<file path="config.mk">
export PLATFORM = sky130hd
export DESIGN_NAME = pipe_hazard_ctrl_flat
export DESIGN_NICKNAME = d
export VERILOG_FILES = /design/src/rtl/pipe_hazard_ctrl_if.sv /design/src/rtl/pipe_hazard_ctrl.sv /design/src/flat_wrapper.sv
export SDC_FILE = /design/constraint.sdc
export NUM_CORES = 1
export LEC_CHECK = 0
export CAP_MARGIN = 15
export CORE_ASPECT_RATIO = 1.2
export CORE_UTILIZATION = 35
export CTS_CLUSTER_SIZE = 10
export DETAILED_ROUTE_END_ITERATION = 10
export PLACE_DENSITY = 0.72
export SYNTH_ARGS = -nofsm -noshare
export SYNTH_HDL_FRONTEND = slang
export SYNTH_SLANG_ARGS = --single-unit
</file>
<file path="constraint.sdc">
create_clock -name clk -period 3.6 [get_ports clk]
set_input_delay 0.36 -clock clk [delete_from_list [all_inputs] [get_ports clk]]
set_output_delay 0.36 -clock clk [all_outputs]
set_load 0.005 [all_outputs]
</file>
<file path="src/rtl/pipe_hazard_ctrl_if.sv">
// Pipeline hazard controller signal bundle.
// Decode/hazard inputs plus pipeline register controls and status.
interface pipe_hazard_ctrl_if;
   logic [4:0]  ID_rs;
   logic [4:0]  ID_rt;
   logic        ID_halt;
   logic        ID_EX_MemRead;
   logic [4:0]  ID_EX_rt;
   logic        EX_MEM_PCSrc;
   logic        imem_ready;
   logic        PCWrite;
   logic        IF_ID_Write;
   logic        IF_ID_Flush;
   logic        ID_EX_Flush;
   logic        EX_MEM_Flush;
   logic        halted;
   logic        imem_timeout;
   logic [15:0] stall_cycles;
   logic [15:0] flush_count;

   modport master (
      output ID_rs, ID_rt, ID_halt, ID_EX_MemRead, ID_EX_rt,
      output EX_MEM_PCSrc, imem_ready,
      input  PCWrite, IF_ID_Write, IF_ID_Flush, ID_EX_Flush,
      input  EX_MEM_Flush, halted, imem_timeout,
      input  stall_cycles, flush_count
   );

   modport slave (
      input  ID_rs, ID_rt, ID_halt, ID_EX_MemRead, ID_EX_rt,
      input  EX_MEM_PCSrc, imem_ready,
      output PCWrite, IF_ID_Write, IF_ID_Flush, ID_EX_Flush,
      output EX_MEM_Flush, halted, imem_timeout,
      output stall_cycles, flush_count
   );
endinterface

</file>
<file path="src/rtl/pipe_hazard_ctrl.sv">
// Pipeline hazard controller: load-use stall, redirect flush,
// fetch wait, halt drain, perf counters and imem timeout.
module pipe_hazard_ctrl (
   input  logic              clk,
   input  logic              rst,
   pipe_hazard_ctrl_if.slave hz
);
   typedef enum logic [1:0] {RUN, DRAIN, HALTED} st_e;

   st_e         state, nxt;
   logic [1:0]  drain_cnt, drain_nxt;
   logic [3:0]  wait_cnt;
   logic [15:0] stall_q, flush_q;
   logic        tmo_q;
   logic        hazard;
   logic        stall_inc;
   logic        redir;

   assign hazard = hz.ID_EX_MemRead && (hz.ID_EX_rt != 5'd0) &&
                   ((hz.ID_EX_rt == hz.ID_rs) ||
                    (hz.ID_EX_rt == hz.ID_rt));

   always_comb begin
      nxt             = state;
      drain_nxt       = drain_cnt;
      stall_inc       = 1'b0;
      redir           = 1'b0;
      hz.PCWrite      = 1'b0;
      hz.IF_ID_Write  = 1'b0;
      hz.IF_ID_Flush  = 1'b0;
      hz.ID_EX_Flush  = 1'b0;
      hz.EX_MEM_Flush = 1'b0;
      unique case (state)
         RUN: begin
            if (hz.EX_MEM_PCSrc) begin
               redir = 1'b1;
            end else if (hazard) begin
               hz.ID_EX_Flush = 1'b1;
               stall_inc      = 1'b1;
            end else if (!hz.imem_ready) begin
               hz.IF_ID_Write = 1'b1;
               hz.IF_ID_Flush = 1'b1;
               stall_inc      = 1'b1;
            end else if (hz.ID_halt) begin
               nxt       = DRAIN;
               drain_nxt = 2'd3;
            end else begin
               hz.PCWrite     = 1'b1;
               hz.IF_ID_Write = 1'b1;
            end
         end
         DRAIN: begin
            if (hz.EX_MEM_PCSrc) begin
               redir = 1'b1;
            end else begin
               hz.ID_EX_Flush = 1'b1;
               drain_nxt      = drain_cnt - 2'd1;
               if (drain_cnt == 2'd1) nxt = HALTED;
            end
         end
         default: ;
      endcase
      // redirect wins everywhere except HALTED
      if (redir) begin
         nxt             = RUN;
         drain_nxt       = 2'd0;
         hz.PCWrite      = 1'b1;
         hz.IF_ID_Write  = 1'b1;
         hz.IF_ID_Flush  = 1'b1;
         hz.ID_EX_Flush  = 1'b1;
         hz.EX_MEM_Flush = 1'b1;
      end
   end

   always_ff @(posedge clk or posedge rst) begin
      if (rst) begin
         state     <= RUN;
         drain_cnt <= 2'd0;
         wait_cnt  <= 4'd0;
         stall_q   <= 16'd0;
         flush_q   <= 16'd0;
         tmo_q     <= 1'b0;
      end else begin
         state     <= nxt;
         drain_cnt <= drain_nxt;
         if (stall_inc && stall_q != 16'hFFFF)
            stall_q <= stall_q + 16'd1;
         if (redir && flush_q != 16'hFFFF)
            flush_q <= flush_q + 16'd1;
         if (state == RUN && !hz.imem_ready) begin
            if (wait_cnt == 4'd15) tmo_q <= 1'b1;
            else                   wait_cnt <= wait_cnt + 4'd1;
         end else begin
            wait_cnt <= 4'd0;
         end
      end
   end

   assign hz.halted       = (state == HALTED);
   assign hz.imem_timeout = tmo_q;
   assign hz.stall_cycles = stall_q;
   assign hz.flush_count  = flush_q;
endmodule
</file>
<file path="src/flat_wrapper.sv">
// flat-port wrapper written by rule: the top's interface ports become plain ports
module pipe_hazard_ctrl_flat 
  (clk, rst, hz_ID_rs, hz_ID_rt, hz_ID_halt, hz_ID_EX_MemRead, hz_ID_EX_rt, hz_EX_MEM_PCSrc, hz_imem_ready, hz_PCWrite, hz_IF_ID_Write, hz_IF_ID_Flush, hz_ID_EX_Flush, hz_EX_MEM_Flush, hz_halted, hz_imem_timeout, hz_stall_cycles, hz_flush_count);
  pipe_hazard_ctrl_if hz_i ();
  input  logic clk;
  input  logic rst;
  input wire logic [$bits(hz_i.ID_rs)-1:0] hz_ID_rs;
  input wire logic [$bits(hz_i.ID_rt)-1:0] hz_ID_rt;
  input wire logic [$bits(hz_i.ID_halt)-1:0] hz_ID_halt;
  input wire logic [$bits(hz_i.ID_EX_MemRead)-1:0] hz_ID_EX_MemRead;
  input wire logic [$bits(hz_i.ID_EX_rt)-1:0] hz_ID_EX_rt;
  input wire logic [$bits(hz_i.EX_MEM_PCSrc)-1:0] hz_EX_MEM_PCSrc;
  input wire logic [$bits(hz_i.imem_ready)-1:0] hz_imem_ready;
  output wire logic [$bits(hz_i.PCWrite)-1:0] hz_PCWrite;
  output wire logic [$bits(hz_i.IF_ID_Write)-1:0] hz_IF_ID_Write;
  output wire logic [$bits(hz_i.IF_ID_Flush)-1:0] hz_IF_ID_Flush;
  output wire logic [$bits(hz_i.ID_EX_Flush)-1:0] hz_ID_EX_Flush;
  output wire logic [$bits(hz_i.EX_MEM_Flush)-1:0] hz_EX_MEM_Flush;
  output wire logic [$bits(hz_i.halted)-1:0] hz_halted;
  output wire logic [$bits(hz_i.imem_timeout)-1:0] hz_imem_timeout;
  output wire logic [$bits(hz_i.stall_cycles)-1:0] hz_stall_cycles;
  output wire logic [$bits(hz_i.flush_count)-1:0] hz_flush_count;
  assign hz_i.ID_rs = hz_ID_rs;
  assign hz_i.ID_rt = hz_ID_rt;
  assign hz_i.ID_halt = hz_ID_halt;
  assign hz_i.ID_EX_MemRead = hz_ID_EX_MemRead;
  assign hz_i.ID_EX_rt = hz_ID_EX_rt;
  assign hz_i.EX_MEM_PCSrc = hz_EX_MEM_PCSrc;
  assign hz_i.imem_ready = hz_imem_ready;
  assign hz_PCWrite = hz_i.PCWrite;
  assign hz_IF_ID_Write = hz_i.IF_ID_Write;
  assign hz_IF_ID_Flush = hz_i.IF_ID_Flush;
  assign hz_ID_EX_Flush = hz_i.ID_EX_Flush;
  assign hz_EX_MEM_Flush = hz_i.EX_MEM_Flush;
  assign hz_halted = hz_i.halted;
  assign hz_imem_timeout = hz_i.imem_timeout;
  assign hz_stall_cycles = hz_i.stall_cycles;
  assign hz_flush_count = hz_i.flush_count;
  pipe_hazard_ctrl u_core (.clk(clk), .rst(rst), .hz(hz_i));
endmodule
</file>
### Word-level counts from Yosys, hierarchy flattened

Index checks and enable logic that the tools add are counted.

| word-level totals | value |
|---|---|
| output and inout port bits | 39 |
| bits in registers | 41 |
| input bits | 21 |
| logic and storage cells | 83 |

| operators by class | value |
|---|---|
| equality and inequality tests | 15 |
| multiplexer cells | 44 |
| reduce and logical (&&, ||, !) cells | 14 |
| add/subtract/negate cells | 4 |

Operators by type and width:

| cell | count |
|---|---|
| adder 16 x 1 -> 16 bit, second input constant | 2 |
| inequality test 16 bit, second input constant | 2 |
| 2-to-1 mux 1 bit | 26 |
| 2-to-1 mux 2 bit | 13 |
| inequality test 3 x 2 -> 1 bit, second input constant | 4 |
| == test 5 bit | 2 |
| 2-to-1 mux 4 bit | 2 |
| case mux 2 bit (2 select lines) | 2 |
| AND reduction 7 bit | 1 |
| AND reduction 6 bit | 1 |
| logical AND 1 bit | 5 |
| nonzero test 5 bit | 1 |
| adder 4 x 1 -> 4 bit, second input constant | 1 |
| == test 2 x 1 -> 1 bit, second input constant | 2 |
| == test 4 bit, second input constant | 1 |
| inequality test 3 x 1 -> 1 bit, second input constant | 1 |
| inequality test 3 bit, second input constant | 1 |
| nonzero test 3 bit | 1 |
| == test 2 bit, second input constant | 1 |
| zero test 2 bit | 1 |
| inequality test 2 bit, second input constant | 1 |
| case mux 1 bit (2 select lines) | 1 |
| AND reduction 2 bit | 1 |
| OR reduction 2 bit | 1 |
| 3 further kinds | 3 |

### Depth between registers and ports, before layout

Gate-level depths: netlist of the first run.

| logic depth | value |
|---|---|
| depth in word-level cells | 7 |
| depth in mapped cells | 8 |
| gate-level depth less buffers | 7 |

### Worst setup path before layout of the first run

OpenSTA, ideal clock, no wires.

| timing path | value |
|---|---|
| path kind | reg-to-reg |
| start | register u_core.stall_q[0] (netlist: u_core.hz.stall_cycles[0]) |
| end | register u_core.stall_q[1] (netlist: u_core.hz.stall_cycles[1]) |
| stages on the path, launching flop included | 7 |
| setup time | 0.125 ns |
| setup slack | 1.834 ns |
| period minus slack after synthesis | 1.766 ns |
| path buffers | 0 |
| required time | 3.475 ns |
| arrival | 1.641 ns |
| path through | dfrtp_1 ha_1 nand4_1 o41ai_1 a21oi_2 nand2_1 mux2_2 |

| on the way | value |
|---|---|
| cells in the longest elaborated chain, start to end | 2 |
| elaborated cells between the ends (all ways) | 3 |
| classes of those cells | add/sub (1); eq/ne (1); reduce/logical (1) |

Ends and longest elaborated chain:

| what | line | text |
|---|---|---|
| from (decl) | pipe_hazard_ctrl.sv:13 | `logic [15:0] stall_q, flush_q;` |
| from (signal assigned) | pipe_hazard_ctrl.sv:87 | `stall_q <= stall_q + 16'd1;` |
| branches (longest 2 deep; another with adder 16 x 1 -> 16 bit) | - |  |

Parallel ways; which one is timed is not known.
A chain may end at the register's enable or synchronous reset.

### Worst setup path after layout of the first run

| timing path | value |
|---|---|
| start | input hz_ID_EX_rt[0] |
| end | output hz_IF_ID_Flush |

| on the way | value |
|---|---|
| cells in the longest elaborated chain, start to end | 7 |
| elaborated cells between the ends (all ways) | 10 |
| classes of those cells | eq/ne (2); mux (4); reduce/logical (4) |

Ends and longest elaborated chain:

| what | line | text |
|---|---|---|
| from (decl) | flat_wrapper.sv:11 | `input wire logic [$bits(hz_i.ID_EX_rt)-1:0] hz_ID_EX_rt;` |
| == test 5 bit (tied with other cells) | pipe_hazard_ctrl.sv:20 | `((hz.ID_EX_rt == hz.ID_rs) \|\|` |
| logical OR 1 bit or logical AND 1 bit (tied branches) | pipe_hazard_ctrl.sv:20, pipe_hazard_ctrl.sv:19 |  |
| logical AND 1 bit (*) | pipe_hazard_ctrl.sv:19 | `assign hazard = hz.ID_EX_MemRead && (hz.ID_EX_rt != 5'd0) &&` |
| 2-to-1 mux 1 bit (*) | pipe_hazard_ctrl.sv:37 | `end else if (hazard) begin` |
| 2-to-1 mux 1 bit (*) | pipe_hazard_ctrl.sv:35 | `if (hz.EX_MEM_PCSrc) begin` |
| 2-to-1 mux 1 bit (*) | pipe_hazard_ctrl.sv:33 | `unique case (state)` |
| 2-to-1 mux 1 bit (*) | pipe_hazard_ctrl.sv:64 | `if (redir) begin` |
| to (decl) | flat_wrapper.sv:16 | `output wire logic [$bits(hz_i.IF_ID_Flush)-1:0] hz_IF_ID_Flush;` |

Every way passes the cells marked *; elsewhere a longest branch is shown, timed or not.

==> flow_summary.ini, run 1 <==
[run_status]
status = complete, no violations

[timing]
clock.fmax_mhz = 356.9
slew_viol_final = 0
final.setup_skew_ns = 0.004715
rsz0062_at_grt = no
report.final.hold_viol_count = 0
tightest_slew_ns = 0.7470
final.period_utilization_pct = 77.82
layout_min_cycle_time_ns = 2.802
relative_slew_slack_pct = 50.20
timing.final.setup_violations = 0
timing.setup.tns_ns = 0

[worst_hold_path]
timing.hold.worst.start = u_core.hz.imem_timeout
hold_depth = 1
class_of_the_most_critical_hold_timing_path = register to register
min_delay_worst_endpoint = u_core.hz.imem_timeout

[layout]
layout.cell_area.non_filler_mm2 = 0.002969
mostFrequentLayoutCells = 59 x sky130_fd_sc_hd__clkdlybuf4s50_1, 41 x sky130_fd_sc_hd__dfrtp_1, 22 x sky130_fd_sc_hd__xnor2_1, 22 x sky130_fd_sc_hd__nor2_1
multi_input_comb_area_mm2 = 0.001115
mostFrequentLayoutCell = sky130_fd_sc_hd__clkdlybuf4s50_1
n_antenna_cell = 0
seq_area_mm2 = 0.001026
post_route_cells_drive_above_1_share_pct = 6.714
area_delta_synth_final_pct = 33.77
final.fill_count = 601
nNetsFinal = 308

[synthesis]
asyncSetResetFlopFracSynth_pct = 100.0
synth_area_mm2 = 0.002220
synthCells = 222
synth_sequential_area_ratio_pct = 46.22
synth.net_count = 247
synth_enable_flop_cells = 0
ys_types = 43
synth_ff_type = sky130_fd_sc_hd__dfrtp_1
ys_seq_elements = 41
ys.warnings.count = 0
synth_area_per_cell_um2 = 9.998

[clocking]
root_buffer = sky130_fd_sc_hd__clkbuf_8
worstSkewPairLatency_ns = 0.29
numClockSinks = 41
cts_htree_levels = 2
holdBufCountCts = 0
clk_pin_slew_worst_paths_ns = 0.07
cts_tree = done
cts_buffer_depth = 2
cts_inserted_buffers = 5
cts.repair.resized = 0
post_cts.repair.setup_buffers = 0

[global_route]
globalRouteTotalUtil_pct = 14.92
grt_overflow = 0
pin_count_of_the_biggest_net_entering_global_routing = 42
via_count_of_the_first_global_routing_pass = 1798
antenna_found_initial = 0
grt_first_pass_wirelength_um = 7734

[placement]
dp_hpwl_um = 3409
io_buffers = 59
gp_congestion = 0.7861
placement_stage_cell_area_mm2 = 0.002883

[drt]
routed-via-count = 1837
drt_iter0_markers = 115
wl_per_cell_um = 12.69
remaining_drc_errors = 0
antenna_violating_nets_post_route = 0
via_per_inst = 5.033
routed_wl_um = 4632
first_pass_drt_iterations = 4

[pwr]
power-per-cell-area_mw_per_mm2 = 278.6
vdd_drop_max_mv = 0.1329
p_leak_nw = 1.214

[die]
core.rowCount = 31
die_area_mm2 = 0.006665
num_io_pins = 60
die-height_um = 89.24
initial_utilization_pct = 36.45
chipWidth_um = 74.70
core_area_mm2 = 0.006090

[critical_path]
rr_endpoint = u_core.hz.stall_cycles[1]
setup.worst_path.start_class = primary input
cp_data_arrival_time_ns = 2.44
worst_r2r_path_depth = 6
worstSetupEndpointType = output port
critPathKind = primary input to output port
critPathMaxFanout = 4
rrSetupSlack_ns = 1.54
critical_path.reg2reg.startpoint = u_core.hz.stall_cycles[0]
worstPathRequired_ns = 3.24

[run]
maxCapViolations = 0
-- routing by layer --
metal  track usage [%]  vias to the layer above  wire (um)
li1                  -                      902          -
met1             18.65                      889       2098
met2             25.31                       40       2321
met3             3.157                        6        134
met4             5.317                        0         77
met5                 0                        -          0
-- metrics by stage --
stage          hold WS (ns)  setup WS [ns]  util, %  cells  total power, mW
6_report             0.4797         0.7985    48.76    365           0.8271
2_1_floorplan        0.4678          1.834        -    222           0.5024
4_1_cts              0.4885         0.7790    48.76    365           0.8401
3_5_place_dp         0.4609         0.8068    47.34    358           0.5365
3_3_place_gp         0.4663         0.8368    47.34    358           0.5362
5_1_grt              0.5184         0.6780    48.76    365           0.8622
-- cells by family (layout without fill, tap and decap cells) --
| logic type | after synthesis | in the layout | synth area share (%) |
|---|---|---|---|
| flip-flops | 41 | 41 | 46.22 |
| multiplexers | 3 | 3 | 1.466 |
| XOR/XNOR | 38 | 38 | 14.99 |
| buffers and inverters | 17 | 78 | 3.551 |
| adder cells (fa/ha/maj) | 4 | 4 | 2.255 |
| AND/OR/NAND/NOR | 91 | 91 | 22.27 |
| AO/OA/AOI/OAI | 28 | 28 | 9.245 |
-- state kept, by name, indices dropped and copies added, names as in the netlist --
name,flops
u_core.drain_cnt,2
u_core.hz.flush_count,16
u_core.hz.imem_timeout,1
u_core.hz.stall_cycles,16
u_core.state,2
u_core.wait_cnt,4
-- report_power, final --
group | internal, mW | switching, mW
sequential | 0.461 | 0.00186
clock | 0.152 | 0.149
combinational | 0.0317 | 0.0313
-- worst max-delay path, stage by stage --
cell and delay, ns:
sky130_fd_sc_hd__clkdlybuf4s50_1 0.46, sky130_fd_sc_hd__or4_4 0.57, sky130_fd_sc_hd__o21ai_4 0.18, sky130_fd_sc_hd__nor2_1 0.09, sky130_fd_sc_hd__o31ai_1 0.24, sky130_fd_sc_hd__clkdlybuf4s50_1 0.55
-- Yosys cell counts, types with 3 or more instances --
master,number,area (um^2)
sky130_fd_sc_hd__a21oi_1,5,25.02
sky130_fd_sc_hd__and3_1,5,31.28
sky130_fd_sc_hd__clkbuf_1,4,15.01
sky130_fd_sc_hd__dfrtp_1,41,1026
sky130_fd_sc_hd__ha_1,4,50.05
sky130_fd_sc_hd__inv_1,11,41.29
sky130_fd_sc_hd__nand2_1,13,48.80
sky130_fd_sc_hd__nand3_1,16,80.08
sky130_fd_sc_hd__nand3_2,3,30.03
sky130_fd_sc_hd__nand4_1,11,68.82
sky130_fd_sc_hd__nor2_1,22,82.58
sky130_fd_sc_hd__nor3_1,8,40.04
sky130_fd_sc_hd__o21ai_0,5,25.02
sky130_fd_sc_hd__xnor2_1,22,192.7
sky130_fd_sc_hd__xor2_1,16,140.1
-- how the worst max path moves through the flow --
stage,depth (start not counted),slack [ns],start,endpoint
3_5_place_dp,6,0.81,hz_ID_EX_rt[3],hz_IF_ID_Flush
3_3_place_gp,6,0.84,hz_ID_EX_rt[0],hz_IF_ID_Flush
2_1_floorplan,6,1.83,u_core.hz.stall_cycles[0],u_core.hz.stall_cycles[1]
5_1_grt,7,0.68,hz_ID_EX_rt[1],hz_IF_ID_Flush
4_1_cts,6,0.78,hz_ID_EX_rt[3],hz_IF_ID_Flush
6_report,6,0.80,hz_ID_EX_rt[0],hz_IF_ID_Flush
-- layout make-up --
class	count	area share, %
inverters	11	1.391
clock buffers	7	2.908
well taps	82	3.456
flip-flops and latches	41	34.56
repair buffers	60	20.14
multi-input cells	164	37.55
Power figures use the tool's default switching activity.
==> run 2, diff against run 1 <==
PLACE_DENSITY = 0.74   (was 0.72)
clock period = 2.3 ns   (was 3.6 ns; I/O delays follow)
==> run 2 against run 1 <==
Effect of this change: critical path depth stayed put; combinational power increased by 87%; count of clock-buffer cells in the layout shrank 2; clock skew increased by 0.0037 ns; sequential power is 56% higher; wire length is 3.2% higher; global-route usage is 0.76 points higher; via count increased by 2.9%.
==> flow_summary.ini, run 2 (synthesis gave the netlist of run 1 again) <==
[run_status]
status = complete, no violations

[timing]
final.hold.worst_slack_ns = 0.3672
rsz0062_at_grt = no
tightest_slew_ns = 0.5241
relative_slew_slack_pct = 65.06
final.setup_skew_ns = 0.008438
final.period_utilization_pct = 93.83
timing.final.setup_violations = 0
slew_viol_final = 0
report.final.hold_viol_count = 0
layout_min_cycle_time_ns = 2.158
timing.setup.tns_ns = 0
clock.fmax_mhz = 463.4

[pwr]
power-per-cell-area_mw_per_mm2 = 450.0
vdd_drop_max_mv = 0.2704
p_leak_nw = 1.304

[global_route]
antenna_found_initial = 0
pin_count_of_the_biggest_net_entering_global_routing = 42
globalRouteTotalUtil_pct = 15.68
via_count_of_the_first_global_routing_pass = 1796
grt_overflow = 0
grt_first_pass_wirelength_um = 8135

[clocking]
cts_tree = done
root_buffer = sky130_fd_sc_hd__clkbuf_8
holdBufCountCts = 0
cts_buffer_depth = 2
cts_htree_levels = 2
cts_inserted_buffers = 5
numClockSinks = 41
worstSkewPairLatency_ns = 0.28
clk_pin_slew_worst_paths_ns = 0.08

[drt]
first_pass_drt_iterations = 4
drt_iter0_markers = 95
wl_per_cell_um = 12.68
remaining_drc_errors = 0
routed-via-count = 1891
antenna_violating_nets_post_route = 0
routed_wl_um = 4781
via_per_inst = 5.016

[die]
die-height_um = 89.24
initial_utilization_pct = 36.45
core_area_mm2 = 0.006090
core.rowCount = 31
chipWidth_um = 74.70
num_io_pins = 60
die_area_mm2 = 0.006665

[critical_path]
worstPathRequired_ns = 2.07
cp_data_arrival_time_ns = 1.93
critical_path_cell_with_the_highest_stage_delay = sky130_fd_sc_hd__or4_4
setup.worst_path.start = hz_ID_EX_rt[0]
setup.worst_path.start_class = primary input
cp_slowest_stage_delay_ns = 0.55
worstSetupEndpointType = output port
worstPathCellList = clkdlybuf4s50_1 > or4_4 > o21ai_4 > nor2_2 > o31a_1 > dlygate4sd2_1
critPathMaxFanout = 4
critical_path.reg2reg.startpoint = u_core.hz.stall_cycles[0]
critPathKind = primary input to output port

[placement]
numPlacedInstances = 370
gp_congestion = 0.7805
dp_hpwl_um = 3541
io_buffers = 59

[layout]
post_route_cells_drive_above_1_share_pct = 12.20
mostFrequentLayoutCell = sky130_fd_sc_hd__clkdlybuf4s50_1
area_delta_synth_final_pct = 39.18
non_filler_instances = 377
mostFrequentLayoutCells = 55 x sky130_fd_sc_hd__clkdlybuf4s50_1, 41 x sky130_fd_sc_hd__dfrtp_1, 22 x sky130_fd_sc_hd__xnor2_1
final.fill_count = 594
n_antenna_cell = 0
nNetsFinal = 320

[run]
maxCapViolations = 0

[worst_hold_path]
class_of_the_most_critical_hold_timing_path = primary input to asynchronous set/reset pin
-- run 2: cell types whose count changed in the layout (fill, tap and decap cells not counted), moves of 2 or more --
cell / delta
sky130_fd_sc_hd__nor3_2: +2
sky130_fd_sc_hd__dlygate4sd2_1: +4
sky130_fd_sc_hd__clkdlybuf4s50_1: -4
sky130_fd_sc_hd__nor3_1: -2
sky130_fd_sc_hd__buf_4: +12
-- run 2: power by group --
group | switching (mW) | total [mW] | internal [mW]
Combinational | 0.0564 | 0.118 | 0.0614
Clock | 0.234 | 0.549 | 0.316
Sequential | 0.00137 | 0.723 | 0.722
Total | 0.292 | 1.39 | 1.10
-- run 2: worst max-delay path, delay by kind of cell --
family,cells,cell delay [ns]
buf+inv,2,0.67
compound gates,2,0.40
simple gates,2,0.62
-- run 2: layer usage --
layer / part of all wire [%] / vias up / GRT usage, %
li1: - / 933 / -
met1: 45 / 915 / 20.37
met2: 51 / 41 / 26.21
met3: 2.6 / 2 / 2.818
met4: 0.71 / 0 / 5.317
met5: 0 / - / 0
-- run 2: per-stage QoR --
| step | instance area [um^2] | utilization [%] | setup slack, ns | power, mW |
|---|---|---|---|---|
| 6_report | 3089 | 50.73 | 0.1419 | 1.390 |
| 5_1_grt | 3089 | 50.73 | 0.05896 | 1.447 |
| 4_1_cts | 3089 | 50.73 | 0.1288 | 1.417 |
| 3_5_place_dp | 2973 | 48.82 | -0.1389 | 0.8527 |
| 3_3_place_gp | 2973 | 48.82 | -0.1156 | 0.8511 |
| 2_1_floorplan | 2220 | - | 0.5343 | 0.7863 |
-- run 2: area by class of cell --
type	count	area, um^2	share of cell area (%)
multi-input combinational	164	1132	36.65
tap	82	102.6	3.321
clock buffer	5	68.82	2.228
sequential	41	1026	33.21
inverter	11	41.29	1.337
timing repair buffer	72	683.2	22.11
clock inverter	2	35.03	1.134
-- run 2: worst paths after layout --
check / to / slack (ns) / depth (start not counted)
max in group asynchronous: u_core.hz.stall_cycles[11] / 1.56 / 3
hold / removal: u_core.hz.imem_timeout / 0.37 / 3
hold reg to reg: u_core.hz.flush_count[13] / 0.50 / 1
setup / recovery: hz_ID_EX_Flush / 0.14 / 6
setup reg to reg: u_core.hz.stall_cycles[1] / 0.42 / 6
min in group clk: u_core.hz.flush_count[13] / 0.50 / 1
-- run 2: what timing repair did --
action                     in CTS  in global routing
setup buffers                   0                  0
setup endpoints to repair       4                  0
resized for setup               9                  0
==> run 3, diff against run 2 <==
CORE_UTILIZATION = 25   (was 35)
PLACE_DENSITY = 0.6   (was 0.74)
==> run 3 against run 2 <==
Effect of this change: clock power is 12% higher; first-iteration DRC count is 51% higher; sequential share of layout area is 0.50 points lower; utilization is 14 points lower; clock skew is 0.0019 ns lower; critical path type unchanged; critical endpoint unchanged; highest routed layer unchanged.
==> flow_summary.ini, run 3 (synthesis gave the netlist of run 1 again) <==
[clocking]
root_buffer = sky130_fd_sc_hd__clkbuf_8
cts_htree_levels = 2
cts_tree = done
cts.repair.resized = 9
cts_inserted_buffers = 5
worstSkewPairLatency_ns = 0.29
holdBufCountCts = 0
numClockSinks = 41
post_cts.repair.setup_buffers = 0
cts_buffer_depth = 2
clk_pin_slew_worst_paths_ns = 0.08

[layout]
post_route_cells_drive_above_1_share_pct = 11.86
n_antenna_cell = 0
area_delta_synth_final_pct = 41.32
nNetsFinal = 319
mostFrequentLayoutCell = sky130_fd_sc_hd__clkdlybuf4s50_1
mostFrequentLayoutCells = 53 x sky130_fd_sc_hd__clkdlybuf4s50_1, 41 x sky130_fd_sc_hd__dfrtp_1, 22 x sky130_fd_sc_hd__xnor2_1, 22 x sky130_fd_sc_hd__nor2_1

[timing]
clock.fmax_mhz = 458.9
timing.setup.tns_ns = 0
timing.final.setup_violations = 0
final.setup_skew_ns = 0.006521
rsz0062_at_grt = no
slew_viol_final = 0
tightest_slew_ns = 0.5382
layout_min_cycle_time_ns = 2.179
relative_slew_slack_pct = 64.12
final.period_utilization_pct = 94.75
report.final.hold_viol_count = 0
timing.final.ws_setup_ns = 0.1207

[critical_path]
cp_data_arrival_time_ns = 1.95
critPathKind = primary input to output port
worstSetupEndpointType = output port
cp_slowest_stage_delay_ns = 0.56
cpLargestDelayFamily = buffers and inverters
worstPathBufferInverterCount = 2
critical_path_cell_with_the_highest_stage_delay = sky130_fd_sc_hd__or4_4
critPathMaxFanout = 3
worstPathCellList = clkdlybuf4s50_1 > or4_4 > o21ai_4 > nor2_1 > o31a_1 > dlygate4sd2_1
setup.worst_path.start_class = primary input
worstPathRequired_ns = 2.07

[die]
chipWidth_um = 88.02
num_io_pins = 60
die-height_um = 105.2
core.rowCount = 37
core_area_mm2 = 0.008611
die_area_mm2 = 0.009261
initial_utilization_pct = 25.78

[run]
maxCapViolations = 0

[drt]
first_pass_drt_iterations = 5
via_per_inst = 4.551
wl_per_cell_um = 12.26
routed_wl_um = 5052
antenna_violating_nets_post_route = 0
drt_iter0_markers = 143
routed-via-count = 1875
remaining_drc_errors = 0

[placement]
dp_hpwl_um = 3744
io_buffers = 59
preCtsSetupSlack_ns = -0.1443
gp_congestion = 0.7379

[pwr]
cell_internal_power_dissipation_mw = 1.133
vdd_drop_max_mv = 0.1969
p_leak_nw = 1.304
fin_total_pwr_mw = 1.455
clock_power_share_pct = 42.4
power-per-cell-area_mw_per_mm2 = 463.9
seqPwrFrac_pct = 49.7
power.share.switching_pct = 22.15
combinationalPowerShare_pct = 7.9
power.switching_mw = 0.3224

[global_route]
via_count_of_the_first_global_routing_pass = 1870
grt_overflow = 0
globalRouteTotalUtil_pct = 11.78
pin_count_of_the_biggest_net_entering_global_routing = 42
grt_first_pass_wirelength_um = 8707
antenna_found_initial = 0

[worst_hold_path]
class_of_the_most_critical_hold_timing_path = primary input to asynchronous set/reset pin

[run_status]
status = complete, no violations
## run 3: cell count changes in the layout (fill, tap and decap cells not counted), sizes merged
| cell | change |
|---|---|
| clkinv | -1 |
| clkdlybuf4s50 | -2 |
| dlygate4sd2 | +2 |
| clkinvlp | +1 |
| buf | -1 |
| clkbuf | +1 |
## run 3: routing by layer
layer	part of all wire (%)	global-route usage [%]
met2	48	19.16
met4	1.7	4.493
met5	0	0
met3	4.4	2.114
met1	46	15.40
## run 3: final timing paths
check                                          start                        end  slack, ns  cells after the start
max in group asynchronous                        rst   u_core.hz.flush_count[5]       1.56                      3
min in group clk              u_core.hz.imem_timeout     u_core.hz.imem_timeout       0.49                      1
max reg2reg                u_core.hz.stall_cycles[0]  u_core.hz.stall_cycles[1]       0.34                      6
min reg2reg                   u_core.hz.imem_timeout     u_core.hz.imem_timeout       0.49                      1
min                                              rst     u_core.hz.imem_timeout       0.36                      3
max                                   hz_ID_EX_rt[0]             hz_ID_EX_Flush       0.12                      6
## run 3: final cells by class
class                   count  area, um^2
fillers                   908        5474
multi-input cells         164        1130
flip-flops and latches     41        1026
repair buffers             71       673.1
well taps                 117       146.4
clock buffers               6       82.58
inverters                  11       41.29
clock inverters             2       37.54
## run 3: power groups by stage
stage	Sequential [mW]	Combinational, mW	Clock, mW
after CTS	0.724	0.117	0.643
after floorplan	0.737	0.0492	0
after detailed placement	0.738	0.114	0
final	0.723	0.115	0.617
after global routing	0.724	0.127	0.667
after global placement	0.738	0.113	0
## run 3: worst min-delay path: cells and delay by family
family | cells | cell delay [ns]
buffers and inverters | 3 | 0.88
## run 3: per-stage QoR
step	hold WS, ns	std cells	instance area [um^2]	utilization (%)
after CTS	0.3871	412	3137	36.43
after detailed placement	0.4707	404	3009	34.95
after global placement	0.4759	404	3009	34.95
after global routing	0.4252	412	3137	36.43
final	0.3587	412	3137	36.43
after floorplan	0.4435	222	2220	-
